File: config.mk
export PLATFORM = sky130hd
export DESIGN_NAME = pipe_stage_reg
export DESIGN_NICKNAME = d
export VERILOG_FILES = /design/src/rtl/pipe_stage_reg.sv
export SDC_FILE = /design/constraint.sdc
export NUM_CORES = 1
export LEC_CHECK = 0
export ABC_AREA = 1
export CELL_PAD_IN_SITES_DETAIL_PLACEMENT = 0
export CELL_PAD_IN_SITES_GLOBAL_PLACEMENT = 1
export CORE_AREA = 2 2 200 123
export DETAILED_ROUTE_END_ITERATION = 8
export DIE_AREA = 0 0 202 125
export PLACE_DENSITY = 0.82
export SLEW_MARGIN = 20
export SYNTH_ARGS = -nofsm -noshare
export SYNTH_HDL_FRONTEND = slang
export SYNTH_SLANG_ARGS = --single-unit
File: constraint.sdc
create_clock -name clk -period 12.1 [get_ports clk]
set_input_delay 2.42 -clock clk [delete_from_list [all_inputs] [get_ports clk]]
set_output_delay 2.42 -clock clk [all_outputs]
set_load 0.03 [all_outputs]
File: src/rtl/pipe_stage_reg.sv
// Parametrised inter-stage pipeline register for the MIPS-style CPU.
// It carries the PC, a packed multi-word payload, the destination and rd
// register numbers, the exception state and a valid bit across one stage boundary.
// Edge priority is flush, then stall, then load.
// An exception detected in the feeding stage is merged at load time.
// An upstream exception always wins over the local one.
// A saturating counter records the number of cycles in which a valid
// instruction was held by a stall.
module pipe_stage_reg #(
    parameter int          DATA_W   = 32,
    parameter int          NUM_DATA = 4,
    parameter int          REG_W    = 5,
    parameter int          EXC_W    = 5,
    parameter logic [31:0] RESET_PC = 32'h00003000,
    parameter int          CNT_W    = 16
) (
    input  logic                         clk,
    input  logic                         reset,
    input  logic                         stall,
    input  logic                         flush,
    input  logic                         valid_in,
    input  logic [31:0]                  pc_in,
    input  logic                         bd_in,
    input  logic [NUM_DATA*DATA_W-1:0]   data_in,
    input  logic [REG_W-1:0]             a3_in,
    input  logic [REG_W-1:0]             rd_in,
    input  logic                         exc_in,
    input  logic [EXC_W-1:0]             exc_code_in,
    input  logic                         loc_exc,
    input  logic [EXC_W-1:0]             loc_code,
    output logic                         valid_out,
    output logic [31:0]                  pc_out,
    output logic                         bd_out,
    output logic [NUM_DATA*DATA_W-1:0]   data_out,
    output logic [REG_W-1:0]             a3_out,
    output logic [REG_W-1:0]             rd_out,
    output logic                         exc_out,
    output logic [EXC_W-1:0]             exc_code_out,
    output logic [CNT_W-1:0]             stall_cnt
);

    localparam int PAY_W = NUM_DATA * DATA_W;

    logic                r_valid;
    logic [31:0]         r_pc;
    logic                r_bd;
    logic [PAY_W-1:0]    r_data;
    logic [REG_W-1:0]    r_a3;
    logic [REG_W-1:0]    r_rd;
    logic                r_exc;
    logic [EXC_W-1:0]    r_exc_code;
    logic [CNT_W-1:0]    r_stall_cnt;

    logic                w_loc_hit;
    logic                w_exc_merged;
    logic [EXC_W-1:0]    w_code_merged;
    logic [REG_W-1:0]    w_a3_next;
    logic                w_cnt_inc;

    // Merge upstream and local exceptions; a local one only counts for a valid instruction
    always_comb begin
        w_loc_hit     = loc_exc & valid_in;
        w_exc_merged  = exc_in | w_loc_hit;
        w_code_merged = {EXC_W{1'b0}};
        w_a3_next     = a3_in;
        if (exc_in) begin
            w_code_merged = exc_code_in;
        end else if (w_loc_hit) begin
            w_code_merged = loc_code;
        end else begin
            w_code_merged = {EXC_W{1'b0}};
        end
        // A faulting instruction must not write back or forward its result
        if (w_exc_merged) begin
            w_a3_next = {REG_W{1'b0}};
        end else begin
            w_a3_next = a3_in;
        end
    end

    // Count only held valid instructions, and stop at all-ones instead of wrapping
    always_comb begin
        w_cnt_inc = 1'b0;
        if (stall && !flush && r_valid && (r_stall_cnt != {CNT_W{1'b1}})) begin
            w_cnt_inc = 1'b1;
        end else begin
            w_cnt_inc = 1'b0;
        end
    end

    // Stage contents: flush inserts a PC-carrying bubble, stall holds, otherwise load
    always_ff @(posedge clk or posedge reset) begin
        if (reset) begin
            r_valid    <= 1'b0;
            r_pc       <= RESET_PC;
            r_bd       <= 1'b0;
            r_data     <= {PAY_W{1'b0}};
            r_a3       <= {REG_W{1'b0}};
            r_rd       <= {REG_W{1'b0}};
            r_exc      <= 1'b0;
            r_exc_code <= {EXC_W{1'b0}};
        end else if (flush) begin
            r_valid    <= 1'b0;
            r_pc       <= pc_in;
            r_bd       <= bd_in;
            r_data     <= {PAY_W{1'b0}};
            r_a3       <= {REG_W{1'b0}};
            r_rd       <= {REG_W{1'b0}};
            r_exc      <= 1'b0;
            r_exc_code <= {EXC_W{1'b0}};
        end else if (stall) begin
            r_valid    <= r_valid;
            r_pc       <= r_pc;
            r_bd       <= r_bd;
            r_data     <= r_data;
            r_a3       <= r_a3;
            r_rd       <= r_rd;
            r_exc      <= r_exc;
            r_exc_code <= r_exc_code;
        end else begin
            r_valid    <= valid_in;
            r_pc       <= pc_in;
            r_bd       <= bd_in;
            r_data     <= data_in;
            r_a3       <= w_a3_next;
            r_rd       <= rd_in;
            r_exc      <= w_exc_merged;
            r_exc_code <= w_code_merged;
        end
    end

    // Stall performance counter, cleared only by reset
    always_ff @(posedge clk or posedge reset) begin
        if (reset) begin
            r_stall_cnt <= {CNT_W{1'b0}};
        end else if (w_cnt_inc) begin
            r_stall_cnt <= r_stall_cnt + {{(CNT_W-1){1'b0}}, 1'b1};
        end else begin
            r_stall_cnt <= r_stall_cnt;
        end
    end

    assign valid_out    = r_valid;
    assign pc_out       = r_pc;
    assign bd_out       = r_bd;
    assign data_out     = r_data;
    assign a3_out       = r_a3;
    assign rd_out       = r_rd;
    assign exc_out      = r_exc;
    assign exc_code_out = r_exc_code;
    assign stall_cnt    = r_stall_cnt;

endmodule
==> results.md <==
* Gpl congestion at 0.819
* Via density per instance at approximately 4.7
* Clock skew at roughly 0.0069 ns
* Main flop type after synthesis: dfrtp_1
* Layout net count at approximately 1.2k
* CTS Root Cell: clkbuf_16
* Fill count at 2043
* Setup TNS at 0 ns
* Synth warn at 0
* Placed instance area at roughly 11000 um2
* Initial core utilization at around a third
* Worst hold path class: flop to flop
* Leading area contributor after synthesis: dfrtp_1
* Post-Syn Instances at between 600 and 700
* Outcome: finished clean
* Final Slew Violations at 0
* Clock tree buffer depth at 2
* Post-DP HPWL at ~17000 um
* Vias in the first global route at approximately 6.4k
* Layout cells sized above 1 at ~5.6%
* Worst r2r src: stall_cnt[0]
* Routed Antenna Nets at 0
* Yosys top cell area share at about 65%
* Final hold viol count at 0
* Via count at approximately 6.3k
* Ports at 382
* Worst R2R Path Depth at 8
* WS Path Type: primary input to flop
* Worst vdd ir at slightly above 0.09 mV
* Overall power at 1.68 mW
* Resize count post-CTS at 0
* Clk_lat worst skew at 0.43 ns
* Crit path DAT at roughly 5.7 ns
* All-Layer GR Usage at around a fifth
* Period utilization at between 40% and 50%
* Largest cells by area after synthesis: dfrtp_1 65%, a22o_1 16%, nand2_1 8.6%
* Relative slew slack at 29.8%
* Number of remaining DRC errors at 0
* Period minus WS final at about 5.4 ns
* Drt total wl at ~25000 um
* Area growth syn-to-layout at 63.5%
* Distinct cells, synth at 27
* Detailed Routing Iterations Pass 1 at 4
* Final hold slack at between 0.4 and 0.5 ns
* PnR worst setup slack at ~6.7 ns
* Hold endpoint: pc_out[12]
* Async set-reset flop share out of synthesis at 100%
* EDFF count, synth at 0
* Count leader, synth: dfrtp_1
* Setup WS pre-CTS at roughly 6.2 ns
* Hold_buf cts at 0
* Synthesized flop and latch total at 194
* Final antenna diode count at 0
* Final Instance Area at approximately 12000 um2
* # H-tree levels at 4
* Leak at roughly 5.4 nW
* CTS sink cnt at just under 200
* Die area at 25300 um2
* Power per Cell Area at around 140 nW/um2
* Maximum number of pins on one net before global-route repair at about 130
* Input/output buffers at between 300 and 400
* Worst reg2reg setup slack at around 10 ns
* Syn Nets at 825
* CTS buffer count at 17
* Avg Cell Area, Syn at about 12 um2
* Core area at ~24000 um2
* First-pass GRT wire length at just under 40000 um
* Row cnt at 44
* Startpoint Class: primary input
* Max-capacitance violation count at 0
* DRT iter0 DRCs at 428
* RSZ-0062 raised after global routing: no
* Setup violators final at 0
* Actual slew at the worst max-slew pin at 1.05 ns
* Clock-pin slew on the worst setup and hold paths at 0.07 ns
* Placed instance count at 1305
* R2R Path End: stall_cnt[3]
* Die Y at 125 um
* TritonCTS clock tree: built
* Post-CTS Setup Repair Bufs at 0
* Crit. End Element: flop
* Cell count of the worst hold path at 2
* Peak Freq at ~180 MHz
* Die width at just over 200 um
* Core Util, Final at ~50%
* Critical path fanouts, max at between 70 and 80
* Mapped Area at ~7400 um2
* Final cell count without fillers at roughly 1.3k
* Post-synth top cells: 192 x dfrtp_1, 169 x nand2_1, 133 x a22o_1, 27 x buf_2, 21 x nor2_1
* Initial antenna violation count at 0
* Sequential area share after synthesis at between 60% and 70%
* Routed len/inst at about 19 um
* HP Start: pc_out[12]
* Gr ovfl total at 0
* CP Data Required Time at 12.41 ns
[report_power, final]
group	leakage (nW)	total (mW)	internal [mW]	switching (mW)
clock network	0.311	0.616	0.361	0.255
logic	2.53	0.338	0.157	0.180
registers	2.53	0.722	0.691	0.0314
total	5.37	1.68	1.21	0.467
[sequential cells by signal, summed over array words and instances, names as in the netlist]
name	cells
a3_out	5
bd_out	1
data_out	128
exc_code_out	5
exc_out	1
pc_out	32
rd_out	5
stall_cnt	16
valid_out	1
[metal layers]
layer  track usage, %  vias to the layer above  wire (um)
met3             7.38                       21       2190
met5                0                        -          0
li1                 -                     2935          -
met1             26.5                     3068      11100
met2             30.5                      237      11300
met4             4.93                        0        346
[cell usage in the layout, fill, tap and decap left out, types with 3 or more instances in the layout]
master | netlist | layout
clkdlybuf4s50_1 | 0 | 381
dfrtp_1 | 192 | 192
nand2_1 | 169 | 169
a22o_1 | 133 | 133
nor2_1 | 21 | 20
clkbuf_16 | 0 | 17
inv_1 | 17 | 16
o21ai_1 | 9 | 9
nand3_1 | 8 | 8
nand4_1 | 6 | 6
a21oi_1 | 6 | 6
a32o_1 | 5 | 5
buf_4 | 0 | 5
inv_2 | 4 | 4
nand2_2 | 4 | 4
xnor2_1 | 4 | 4
o21ai_2 | 4 | 4
bufinv_16 | 0 | 4
nor2_4 | 2 | 3
nor2_2 | 3 | 3
clkbuf_1 | 6 | 3
[area by class of cell]
class	count	area, um2	area share [%]
clock buffers	22	464	3.83
clock inverters	10	171	1.41
inverters	22	90.1	0.743
multi-input cells	381	2290	18.9
flip-flops and latches	194	4860	40.1
well taps	322	403	3.32
repair buffers	386	3850	31.8
[worst max-delay path, stage by stage]
cell,delay [ns]
clkdlybuf4s50_1,0.54
inv_2,0.06
nor2_4,0.78
buf_4,0.80
inv_1,0.75
nand2_1,0.20
nand2_1,0.09
[cell families (layout without fill, tap and decap cells)]
group	Yosys count	after routing	synth area share, %
and+or+nand+nor	215	215	11.9
buffers and inverters	61	440	3.74
AOI/OAI and AO/OA	159	159	18.0
xor gates and xnor gates	6	6	0.708
DFF	194	194	65.5
adders and majority gates	1	1	0.169
[worst max-delay path by stage]
stage                      from    endpoint
after floorplan           reset   a3_out[0]
after global placement    stall  pc_out[27]
after detailed placement  stall  pc_out[10]
after CTS                 stall  pc_out[28]
after global routing      stall  pc_out[28]
final                     stall  pc_out[28]
Note: power is estimated with default switching activity, not from simulation.
